`config.mk`:
```
export PLATFORM = sky130hd
export DESIGN_NAME = constraint_sample_driver
export DESIGN_NICKNAME = d
export VERILOG_FILES = /design/src/rtl/constraint_sample_driver.sv
export SDC_FILE = /design/constraint.sdc
export NUM_CORES = 1
export LEC_CHECK = 0
export BUFFER_PORTS_ARGS = -buffer_cell sky130_fd_sc_hd__buf_2
export CAP_MARGIN = 25
export CORE_UTILIZATION = 45
export DETAILED_ROUTE_END_ITERATION = 16
export HOLD_SLACK_MARGIN = 0.03
export PLACE_DENSITY = 0.7
export SYNTH_ARGS = -nofsm -noshare
export SYNTH_HDL_FRONTEND = slang
export SYNTH_SLANG_ARGS = --single-unit
```
`constraint.sdc`:
```
create_clock -name clk -period 7.2 [get_ports clk]
set_input_delay 0.72 -clock clk [delete_from_list [all_inputs] [get_ports clk]]
set_output_delay 0.72 -clock clk [all_outputs]
set_load 0.01 [all_outputs]
```
`src/rtl/constraint_sample_driver.sv`:
```
// constraint_sample_driver: LFSR-driven candidate generator for combinational
// constraint checkers. Only satisfying assignments are forwarded downstream.
module constraint_sample_driver #(
    parameter int VEC_W   = 224,
    parameter int CHK_LAT = 0,
    parameter int CNT_W   = 16
) (
    input  logic             clk,
    input  logic             rst,
    input  logic             start,
    input  logic [31:0]      seed,
    input  logic [CNT_W-1:0] num_samples,
    input  logic [CNT_W-1:0] max_attempts,
    output logic [VEC_W-1:0] cand_vec,
    input  logic             chk_sat,
    output logic [VEC_W-1:0] sample_vec,
    output logic             sample_valid,
    input  logic             sample_ready,
    output logic             busy,
    output logic             done,
    output logic             fail,
    output logic [CNT_W-1:0] attempt_count
);
    localparam int WORDS = (VEC_W + 31) / 32;
    localparam int IDX_W = (WORDS > 1) ? $clog2(WORDS) : 1;
    localparam int LAT_W = (CHK_LAT > 0) ? $clog2(CHK_LAT + 1) : 1;
    localparam logic [31:0]      LFSR_MASK = 32'h8020_0003;
    localparam logic [IDX_W-1:0] LAST_WORD = IDX_W'(WORDS - 1);
    localparam logic [LAT_W-1:0] LAT_END   = LAT_W'(CHK_LAT);

    typedef enum logic [2:0] {
        S_IDLE  = 3'd0,
        S_GEN   = 3'd1,
        S_CHECK = 3'd2,
        S_EMIT  = 3'd3,
        S_DONE  = 3'd4
    } state_t;

    // Galois step for x^32+x^22+x^2+x+1, shifting right
    function automatic logic [31:0] lfsr_step(input logic [31:0] cur);
        logic [31:0] shifted;
        shifted = {1'b0, cur[31:1]};
        return cur[0] ? (shifted ^ LFSR_MASK) : shifted;
    endfunction

    // Counter increment that sticks at all-ones instead of wrapping
    function automatic logic [CNT_W-1:0] sat_inc(input logic [CNT_W-1:0] cur);
        return (cur == {CNT_W{1'b1}}) ? cur : cur + CNT_W'(1);
    endfunction

    state_t           state_r;
    logic [31:0]      lfsr_r;
    logic [IDX_W-1:0] word_idx_r;
    logic [LAT_W-1:0] lat_cnt_r;
    logic [CNT_W-1:0] remaining_r;
    logic [CNT_W-1:0] max_att_r;

    logic [31:0]      lfsr_next_s;
    logic [CNT_W-1:0] att_inc_s;
    logic             check_budget_s;
    logic             emit_budget_s;

    assign lfsr_next_s    = lfsr_step(lfsr_r);
    assign att_inc_s      = sat_inc(attempt_count);
    // A zero budget means the run may try forever
    assign check_budget_s = (max_att_r != {CNT_W{1'b0}}) && (att_inc_s == max_att_r);
    assign emit_budget_s  = (max_att_r != {CNT_W{1'b0}}) && (attempt_count == max_att_r);

    // Run-control FSM: candidate build, checker sampling and sample handoff
    always_ff @(posedge clk) begin
        if (rst) begin
            state_r       <= S_IDLE;
            lfsr_r        <= 32'h1;
            word_idx_r    <= {IDX_W{1'b0}};
            lat_cnt_r     <= {LAT_W{1'b0}};
            remaining_r   <= {CNT_W{1'b0}};
            max_att_r     <= {CNT_W{1'b0}};
            cand_vec      <= {VEC_W{1'b0}};
            sample_vec    <= {VEC_W{1'b0}};
            sample_valid  <= 1'b0;
            busy          <= 1'b0;
            done          <= 1'b0;
            fail          <= 1'b0;
            attempt_count <= {CNT_W{1'b0}};
        end else begin
            done <= 1'b0;
            case (state_r)
                S_IDLE: begin
                    if (start) begin
                        lfsr_r        <= (seed == 32'h0) ? 32'h1 : seed;
                        remaining_r   <= num_samples;
                        max_att_r     <= max_attempts;
                        attempt_count <= {CNT_W{1'b0}};
                        fail          <= 1'b0;
                        word_idx_r    <= {IDX_W{1'b0}};
                        if (num_samples == {CNT_W{1'b0}}) begin
                            state_r <= S_DONE;
                        end else begin
                            state_r <= S_GEN;
                            busy    <= 1'b1;
                        end
                    end
                end
                S_GEN: begin
                    lfsr_r <= lfsr_next_s;
                    // Word k lands in bits [32k+31:32k]; bits past VEC_W are dropped
                    for (int b = 0; b < VEC_W; b++) begin
                        if (word_idx_r == IDX_W'(b / 32)) begin
                            cand_vec[b] <= lfsr_next_s[b % 32];
                        end
                    end
                    if (word_idx_r == LAST_WORD) begin
                        word_idx_r <= {IDX_W{1'b0}};
                        lat_cnt_r  <= {LAT_W{1'b0}};
                        state_r    <= S_CHECK;
                    end else begin
                        word_idx_r <= word_idx_r + IDX_W'(1);
                    end
                end
                S_CHECK: begin
                    if (lat_cnt_r != LAT_END) begin
                        lat_cnt_r <= lat_cnt_r + LAT_W'(1);
                    end else begin
                        attempt_count <= att_inc_s;
                        if (chk_sat) begin
                            sample_vec   <= cand_vec;
                            sample_valid <= 1'b1;
                            state_r      <= S_EMIT;
                        end else if (check_budget_s) begin
                            fail    <= 1'b1;
                            busy    <= 1'b0;
                            state_r <= S_DONE;
                        end else begin
                            state_r <= S_GEN;
                        end
                    end
                end
                S_EMIT: begin
                    if (sample_ready) begin
                        sample_valid <= 1'b0;
                        remaining_r  <= remaining_r - CNT_W'(1);
                        if (remaining_r == CNT_W'(1)) begin
                            busy    <= 1'b0;
                            state_r <= S_DONE;
                        end else if (emit_budget_s) begin
                            fail    <= 1'b1;
                            busy    <= 1'b0;
                            state_r <= S_DONE;
                        end else begin
                            state_r <= S_GEN;
                        end
                    end
                end
                S_DONE: begin
                    done    <= 1'b1;
                    busy    <= 1'b0;
                    state_r <= S_IDLE;
                end
                default: begin
                    busy    <= 1'b0;
                    state_r <= S_IDLE;
                end
            endcase
        end
    end
endmodule

```
==> results of run 1 <==
[cell type report]
class,instances,area share
well taps,592,0.0296
clock inverters,17,0.00799
diodes,12,0.00120
multi-input cells,1864,0.348
clock buffers,82,0.0630
inverters,9,0.00135
repair buffers,560,0.119
flip-flops and latches,538,0.430
[final timing paths]
path / startpoint / to / depth (start not counted)
worst min-delay path: max_attempts[5] / max_att_r[5]$_SDFFE_PP0P_ / 3
worst max register to register: attempt_count[1]$_SDFFE_PP0P_ / state_r[0]$_SDFFE_PP0P_ / 9
worst min register to register: sample_vec[90]$_SDFFE_PP0P_ / sample_vec[90]$_SDFFE_PP0P_ / 2
worst max-delay path: attempt_count[1]$_SDFFE_PP0P_ / state_r[0]$_SDFFE_PP0P_ / 9
[worst max-delay path: cells and delay by family, from the launching register on]
kind | cells | cell delay (ns)
DFF | 1 | 0.50
xor gates and xnor gates | 1 | 0.16
and+or+nand+nor | 6 | 2.25
AOI/OAI and AO/OA | 1 | 0.25
adders and majority gates | 1 | 0.45
[routing by layer]
metal / GRT usage / part of all wire / wire length, um / vias up
li1: - / - / - / 9556
met1: 0.414 / 0.42 / 31400 / 9594
met2: 0.497 / 0.46 / 34200 / 896
met3: 0.0590 / 0.084 / 6240 / 153
met4: 0.134 / 0.038 / 2850 / 4
met5: 0 / 0.00037 / 28 / -
[flip-flops by register name (all words and copies together) (netlist names)]
register and cells:
sample_vec 224, busy 1, attempt_count 16, done 1, remaining_r 16, lfsr_r 32, fail 1, max_att_r 16
word_idx_r 3, cand_vec 224, state_r 3, sample_valid 1
[where the power goes]
| group | internal, mW | switching, mW | total [mW] |
|---|---|---|---|
| Sequential | 3.04 | 0.206 | 3.25 |
| Combinational | 0.170 | 0.401 | 0.571 |
| Clock | 1.62 | 1.20 | 2.82 |
| Total | 4.84 | 1.81 | 6.64 |
[Yosys cell counts, types with 4 or more instances]
| cell | instances | area [um2] |
|---|---|---|
| nand2_1 | 954 | 3580 |
| dfxtp_1 | 538 | 10800 |
| a21oi_1 | 520 | 2600 |
| clkbuf_1 | 210 | 788 |
| nor2_1 | 92 | 345 |
| a22oi_1 | 33 | 248 |
| o21ai_0 | 28 | 140 |
| a211oi_1 | 26 | 195 |
| nor4_1 | 25 | 156 |
| xnor2_1 | 22 | 193 |
| nand3_1 | 20 | 100 |
| or3_1 | 16 | 100 |
| nor3_1 | 15 | 75.1 |
| nand4_1 | 11 | 68.8 |
| a31oi_1 | 8 | 50.1 |
| buf_1 | 8 | 30.0 |
| buf_2 | 8 | 40.0 |
| inv_1 | 8 | 30.0 |
| nand3b_1 | 6 | 45.0 |
| o22ai_1 | 6 | 37.5 |
| or4_1 | 6 | 45.0 |
| and2_1 | 5 | 31.3 |
| and3_1 | 4 | 25.0 |
| ha_1 | 4 | 50.1 |
| nand2b_1 | 4 | 25.0 |
| nor2b_1 | 4 | 25.0 |
| o211ai_1 | 4 | 30.0 |
| o311ai_0 | 4 | 35.0 |
[logic make-up (layout without fill, tap and decap cells)]
logic type / count (synthesis) / count (layout) / synth area share
buffers and inverters: 237 / 668 / 0.0446
and+or+nand+nor: 1179 / 1179 / 0.236
muxes: 2 / 2 / 0.000986
adders and majority gates: 4 / 4 / 0.00246
xor gates and xnor gates: 25 / 25 / 0.0108
other: 0 / 12 / 0
AOI/OAI and AO/OA: 654 / 654 / 0.175
DFF: 538 / 538 / 0.530
[per-stage QoR]
step           setup slack [ns]  total power, mW  area (um2)
2_1_floorplan              4.09             3.57       20300
3_3_place_gp               3.56             3.85       23100
3_5_place_dp               3.55             3.88       23200
4_1_cts                    3.53             6.68       25000
5_1_grt                    3.25             6.85       25000
6_report                   3.47             6.64       25000
==> results.cfg, run 1 <==
[detailed_routing]
drc = 0
wl_per_cell_um = 20.3
drt_wl_total_um = 74700
routed_via_density = 5.50
num_vias = 20203
drtAntennaViolNets = 0
dr.pass1.iters = 6
drtIter0Drc = 2153

[power]
powerDensity_nw_per_um2 = 265
cellLeakagePower_nw = 9.96
peakVddDrop_uv = 182

[status]
status = complete, no violations

[floorplan]
placementRows = 77
die_area_um2 = 46000
io_pins = 537
initial_core_util = 0.458
coreArea_um2 = 44300
fp.dieH_um = 214
die_x_um = 214

[setup_path]
startpoint_type = register
path_cells = ha_1 -> nand4_4 -> nor4_1 -> nor2_1 -> xnor2_1 -> or4b_1 -> nor4_2 -> nor2_1 -> o31a_1
cp_slowest_stage_delay_ns = 0.91
crit_arrival_ns = 4.22
critPathSlowestCell = nor4_1
critical_path.max_fanout = 9
endpoint_kind = register
r2r_setup_slack_ns = 3.47
crit_required_ns = 7.69
crit_type = reg -> reg
crit_top_cell = nor2_1

[timing]
hold-worst-slack_ns = 0.359
max_freq_mhz = 268
hold_viol_final = 0
worst_slew_margin_rel = 0.286
period_needed_ns = 3.73
period_share = 0.518
fin_skew_ns = 0.0267
tns_ns = 0
finalMaxSlewViolations = 0
rsz0062_at_grt = false
finalSetupViolCount = 0
tightest_slew_ns = 1.07

[yosys]
synth-main-ff-cell = dfxtp_1
ys_ff_latch = 538
synthCells = 2639
synth_seq_area_share = 0.530
syn_area_per_cell_um2 = 7.69
syn_area_um2 = 20300
synth_edf_count = 0
ys_warn_count = 0
synth.distinct_cells = 60
synth_fp_nets = 2712
ys_async_sr_fraction = 0

[layout]
final-instance-count-excl-fill = 3674
fill_cells = 4148
final-seq-area_um2 = 10800
mostFrequentLayoutCells = nand2_1, dfxtp_1, buf_2
fin_nets = 3101
area_growth_pct = 23.4
drive_gt1_frac = 0.215
post-route-util = 0.565
multi_input_area_um2 = 8710
layout.cells.most_common = nand2_1

[global_route]
antenna_found_initial = 14
grt_pass1_vias = 18192
grt_pass1_wl_um = 111000
grt_max_degree = 192
grt_use_total = 0.312
overflow = 0

[cts]
cts_buffers = 55
cts_sinks = 538
postCtsSetupBuffers = 0
cts.repair.resized = 0
ctsHtreeMaxLevel = 2
cts_hold_buf = 0
clk_pin_slew_ns = 0.06
insertion_delay_ns = 0.61
clockBufferDepth = 3
cts_root_buffer = clkbuf_16
cts_tree = yes

[hold_path]
hold_path_class = in -> reg

[placed_design]
dp.cells = 3561
dpl.hpwl_um = 50400
gp_congestion = 0.959
port_buffers = 536

[flow_run]
maxCapViolCount = 0
(Power assumes the default switching activity.)
==> run 2: changes to the inputs <==
- ABC_AREA: not set -> 1
- PLACE_DENSITY: 0.7 -> 0.73
- clock period: 7.2 -> 3.1 ns (I/O delays scaled with it)
==> run 2 against run 1 <==
Combinational power rose to 7.5 times the previous value; synthesized cell count about the same; power rose to 3.0 times the previous value; register-to-register slack worse by 2.7 ns; sequential power rose to 2.6 times the previous value; clock skew down 0.0060 ns; non-clock buffer count up 55; critical path type unchanged; largest cell class unchanged.
==> results.cfg, run 2 <==
[placed_design]
port_buffers = 536
placed_area_um2 = 23300
dpl.hpwl_um = 50700
gp_congestion = 1.03
place_ws_ns = 0.826

[timing]
worst_slack_ns = 0.792
hold-worst-slack_ns = 0.0480
worst_slew_margin_rel = 0.301
fin_skew_ns = 0.0207
tightest_slew_ns = 1.05
rsz0062_at_grt = false
period_needed_ns = 2.31
tns_ns = 0
finalMaxSlewViolations = 0
finalSetupViolCount = 0
hold_viol_final = 0
period_share = 0.745
max_freq_mhz = 433

[detailed_routing]
wl_per_cell_um = 20.2
num_vias = 20261
drt_wl_total_um = 75900
drc = 0
routed_via_density = 5.39
drtAntennaViolNets = 0
drtIter0Drc = 1770
dr.pass1.iters = 6

[cts]
cts_tree = yes
ctsHtreeMaxLevel = 2
cts_root_buffer = clkbuf_16
cts_sinks = 538
clk_pin_slew_ns = 0.06
clockBufferDepth = 3
insertion_delay_ns = 0.62
cts_buffers = 56
cts.repair.resized = 0

[global_route]
grt_pass1_wl_um = 110000
grt_max_degree = 124
overflow = 0
grt_pass1_vias = 18233
antenna_found_initial = 0
grt_use_total = 0.318

[layout]
drive_gt1_frac = 0.223
layout.cells.most_common = nor2_1
top_regs = cand_vec x224, sample_vec x224, lfsr_r x32
antenna_cells = 0
design_area_um2 = 25700
fill_cells = 3938
area_growth_pct = 27.1
fin_nets = 3198
mostFrequentLayoutCells = nor2_1, dfxtp_1, buf_2

[setup_path]
r2r_setup_slack_ns = 0.79
crit_required_ns = 3.55
cp_slowest_stage_delay_ns = 0.34
rr_startpoint = attempt_count[1]$_SDFFE_PP0P_
rr_worst_depth = 16
crit_buf_inv = 2
crit_top_cell = nand2_1
endpoint_kind = register
critPathSlowestCell = dfxtp_1
path_cells = ha_1 -> inv_1 -> nor2_2 -> nand2_4 -> clkinv_4 -> nand2_4 -> nand3_2 -> nand2_1 -> nor2_1 -> nand3_1 -> nor2_2 -> nand2_1 -> nand2_2 -> nand2_1 -> nand2_1 -> a21oi_1
crit_type = reg -> reg
critical_path.max_fanout = 17
startpoint_type = register
cp_top_family = simple AND/OR/NAND/NOR gates
crit_arrival_ns = 2.76
r2r-end = state_r[0]$_SDFFE_PP0P_

[yosys]
syn_area_per_cell_um2 = 7.65
synthTopCellsByCount = nor2_1, dfxtp_1, o21ai_0, nand2_1, a21oi_1
synthCells = 2637
synth_top_cells_by_area = dfxtp_1, nor2_1, o21ai_0, a21oi_1, nand2_1
synth.distinct_cells = 40
yosys.area.top_type = dfxtp_1
syn_area_um2 = 20200
synth_edf_count = 0
synth.most_common_cell = nor2_1
yosysTopAreaCellShare = 0.534
synth_seq_area_share = 0.534
ys_ff_latch = 538
ys_async_sr_fraction = 0
ys_warn_count = 0
synth_fp_nets = 2710
synth-main-ff-cell = dfxtp_1

[hold_path]
hp-start = max_attempts[3]
hold_depth = 3
hold_path_class = in -> reg
min_to = max_att_r[3]$_SDFFE_PP0P_

[power]
p_sw_mw = 6.69
pwr-share-comb = 0.217
power_mw = 19.8
peakVddDrop_uv = 507
cellLeakagePower_nw = 12.8
switching_share = 0.337
powerDensity_nw_per_um2 = 773
clkPwrFrac = 0.351
p_seq_frac = 0.431
p_int_mw = 13.1

[floorplan]
placementRows = 77
die_area_um2 = 45700
fp.dieH_um = 214
initial_core_util = 0.456
coreArea_um2 = 44200
die_x_um = 214
io_pins = 537

[flow_run]
maxCapViolCount = 0

[status]
status = complete, no violations
run 2: cell count changes in the layout (fill, tap and decap cells not counted), sizes merged, moves of 46 or more:
cell         delta
nand2         -689
dlygate4sd3    +46
o21ai         +437
inv           +108
a21oi         -319
nor2          +584
run 2: worst reg2reg max path, delay by kind of cell (launching register included):
family	cells	cell delay [ns]
buffers and inverters	2	0.13
flip-flops	1	0.34
AND/OR/NAND/NOR	12	1.41
adder cells (fa/ha/maj)	1	0.20
AO/OA/AOI/OAI	1	0.06
run 2: layout make-up:
| class | count | area [um2] | share of cell area |
|---|---|---|---|
| Clock buffer | 73 | 1580 | 0.0614 |
| Timing Repair Buffer | 615 | 3480 | 0.136 |
| Sequential cell | 538 | 10800 | 0.420 |
| Clock inverter | 30 | 345 | 0.0135 |
| Tap cell | 592 | 741 | 0.0289 |
| Inverter | 117 | 457 | 0.0178 |
| Multi-Input combinational cell | 1797 | 8290 | 0.323 |
run 2: stage by stage:
step / utilization / instances
detailed placement: 0.526 / 3613
CTS: 0.580 / 3762
global route: 0.580 / 3762
finish: 0.580 / 3762
floorplan: - / 2637
global placement: 0.526 / 3611
run 2: worst max-delay path by stage:
stage / from / slack (ns) / depth (start not counted) / endpoint
after floorplan: attempt_count[0]$_SDFFE_PP0P_ / 1.02 / 17 / state_r[0]$_SDFFE_PP0P_
after global placement: attempt_count[0]$_SDFFE_PP0P_ / 0.84 / 16 / state_r[0]$_SDFFE_PP0P_
after detailed placement: attempt_count[0]$_SDFFE_PP0P_ / 0.83 / 16 / state_r[0]$_SDFFE_PP0P_
after CTS: attempt_count[0]$_SDFFE_PP0P_ / 0.81 / 16 / state_r[0]$_SDFFE_PP0P_
after global routing: attempt_count[2]$_SDFFE_PP0P_ / 0.53 / 15 / state_r[0]$_SDFFE_PP0P_
final: attempt_count[1]$_SDFFE_PP0P_ / 0.79 / 16 / state_r[0]$_SDFFE_PP0P_
run 2: power by group through the flow:
stage | Sequential, mW | Clock [mW] | Combinational [mW]
final | 8.56 | 6.97 | 4.31
after global routing | 8.64 | 7.31 | 4.72
after CTS | 8.54 | 7.02 | 4.28
after global placement | 8.64 | 0 | 4.11
after detailed placement | 8.66 | 0 | 4.21
after floorplan | 8.66 | 0 | 2.14
run 2: kinds of logic (layout without fill, tap and decap cells):
logic type               Yosys count  count (layout)  share of synthesized area
AO/OA/AOI/OAI                    734             734                      0.188
XOR/XNOR                          29              29                     0.0126
adder cells (fa/ha/maj)            4               4                    0.00248
buffers and inverters            302             835                     0.0578
flip-flops                       538             538                      0.534
AND/OR/NAND/NOR                 1030            1030                      0.205
run 2: per-layer routing:
metal  global-route usage  vias to the layer above  routed length [um]
met5                    0                        -                   0
met3               0.0704                      161                6240
li1                     -                     9636                   -
met1                0.413                     9529               31300
met4                0.132                        0                3090
met2                0.511                      935               35200
run 2: what timing repair did:
item                                   in CTS  in global routing
setup buffers                               0                  0
hold buffers                               46                  0
endpoints found under the hold margin      46                  0
==> run 3: changes to the inputs <==
- clock period: 3.1 -> 2 ns (I/O delays scaled with it)
==> run 3 against run 2 <==
The flow now finishes with violations (negative setup slack); clock power is 58% higher; cell area grew 5.3%; global-route usage rose by 0.23 points; first-iteration DRC count increased by 12%; utilization rose by 3.1 points; wire length increased by 3.3%; largest cell class unchanged; die area did not move; via count rose by 3.0%; maximum frequency grew 14%; sequential share of layout area down 2.0 points; hold slack improved by 0.13 ns.
==> results.cfg, run 3 (synthesis gave the netlist of run 2 again) <==
[placed_design]
place_ws_ns = -0.160
port_buffers = 536
dp.cells = 3664
gp_congestion = 0.955
dpl.hpwl_um = 51800

[timing]
period_needed_ns = 2.03
finalMaxSlewViolations = 0
max_freq_mhz = 494
period_share = 1.01
fin_skew_ns = 0.0236
worst_slew_margin_rel = 0.478
hold_viol_final = 0
finalSetupViolCount = 2
hold-worst-slack_ns = 0.180
tightest_slew_ns = 0.783
worst_slack_ns = -0.0258
rsz0062_at_grt = true

[layout]
top_regs = cand_vec x224, sample_vec x224, lfsr_r x32
fill_cells = 3778
antenna_cells = 0
mostFrequentLayoutCells = nor2_1, buf_2, dfxtp_1
fin_nets = 3292
drive_gt1_frac = 0.254
post-route-util = 0.611
area_growth_pct = 33.9
layout.cells.most_common = nor2_1
final-instance-count-excl-fill = 3851

[setup_path]
endpoint_kind = register
r2r_setup_slack_ns = -0.03
crit_required_ns = 2.47
rr_worst_depth = 16
r2r-end = state_r[0]$_SDFFE_PP0P_
rr_startpoint = attempt_count[0]$_SDFFE_PP0P_
startpoint_type = register
crit_type = reg -> reg
crit_arrival_ns = 2.50
critPathLaunch = attempt_count[0]$_SDFFE_PP0P_
critical_path.max_fanout = 8
endpoint = state_r[0]$_SDFFE_PP0P_

[power]
cellLeakagePower_nw = 13.4
power_mw = 31.4
powerDensity_nw_per_um2 = 1160
peakVddDrop_uv = 673

[detailed_routing]
drtIter0Drc = 1974
routed_via_density = 5.42
drtAntennaViolNets = 0
num_vias = 20870
wl_per_cell_um = 20.4
drt_wl_total_um = 78400
drc = 0
dr.pass1.iters = 7

[floorplan]
initial_core_util = 0.456
coreArea_um2 = 44200
die_x_um = 214
placementRows = 77
die_area_um2 = 45700
fp.dieH_um = 214
io_pins = 537

[global_route]
grt_pass1_wl_um = 112000
overflow = 0
grt_max_degree = 126
grt_pass1_vias = 18704
grt_use_total = 0.320
antenna_found_initial = 3

[status]
status = finished, violations left
violations = negative setup slack

[cts]
cts_buffers = 55
cts_tree = yes
cts_root_buffer = clkbuf_16
clockBufferDepth = 3
insertion_delay_ns = 0.61
cts_sinks = 538
clk_pin_slew_ns = 0.06
ctsHtreeMaxLevel = 2

[flow_run]
maxCapViolCount = 0

[hold_path]
hold_path_class = in -> reg
run 3: changes by cell type in the layout (fill, tap and decap cells not counted), sizes merged:
cell / before / now
clkinvlp: 3 / 1
nand4: 15 / 16
bufinv: 5 / 8
clkinv: 21 / 7
inv: 118 / 120
nand2: 265 / 266
buf: 569 / 635
clkbuf: 73 / 83
dlygate4sd3: 46 / 68
run 3: worst min path at each step:
stage	depth (start not counted)	slack, ns	endpoint	start
4_1_cts	6	0.13	lfsr_r[16]$_SDFFE_PP0P_	start
3_3_place_gp	3	0.42	max_att_r[9]$_SDFFE_PP0P_	max_attempts[9]
5_1_grt	6	0.20	lfsr_r[16]$_SDFFE_PP0P_	start
6_report	6	0.18	state_r[0]$_SDFFE_PP0P_	start
3_5_place_dp	3	0.44	max_att_r[8]$_SDFFE_PP0P_	max_attempts[8]
2_1_floorplan	2	0.33	max_att_r[11]$_SDFFE_PP0P_	max_attempts[11]
run 3: area by class of cell:
cell class / instances / area [um2] / share of cell area
clock buffers: 78 / 1600 / 0.0593
clock inverters: 19 / 320 / 0.0119
inverters: 117 / 459 / 0.0170
multi-input cells: 1799 / 8560 / 0.317
flip-flops and latches: 538 / 10800 / 0.399
well taps: 592 / 741 / 0.0274
repair buffers: 708 / 4550 / 0.168
run 3: what timing repair did:
action,CTS,global route
pin swaps,5,34
hold endpoints to repair,71,0
hold buffers,68,0
buffers inserted,1,14
endpoints found under the setup margin,3,242
gates resized for setup,13,71
gates cloned,0,7
run 3: per-stage QoR:
| step | setup TNS, ns | instance area (um2) |
|---|---|---|
| 2_1_floorplan | 0 | 20200 |
| 3_3_place_gp | -0.266 | 23800 |
| 3_5_place_dp | -0.348 | 23800 |
| 4_1_cts | 0 | 26500 |
| 5_1_grt | -0.289 | 27000 |
| 6_report | -0.0492 | 27000 |
run 3: critical path: stages (launching register included):
cell,delay [ns]
dfxtp_4,0.36
ha_4,0.16
inv_2,0.05
nor2_4,0.16
nand2_4,0.13
inv_8,0.11
nand2_8,0.09
nand3_1,0.07
nand2_1,0.05
nor2_1,0.13
nand3_2,0.11
nor2_2,0.13
nand2_1,0.07
nand2_2,0.09
nand2_1,0.06
nand2_1,0.05
a21oi_1,0.06
run 3: power by group:
group,switching [mW],internal (mW)
combinational,4.69,2.42
clock,4.37,6.60
sequential,1.31,12.0
total,10.4,21.0
run 3: metal layers:
layer,global-route usage,part of all wire
met1,0.421,0.41
met2,0.518,0.47
met3,0.0599,0.086
met4,0.130,0.039
met5,0,0
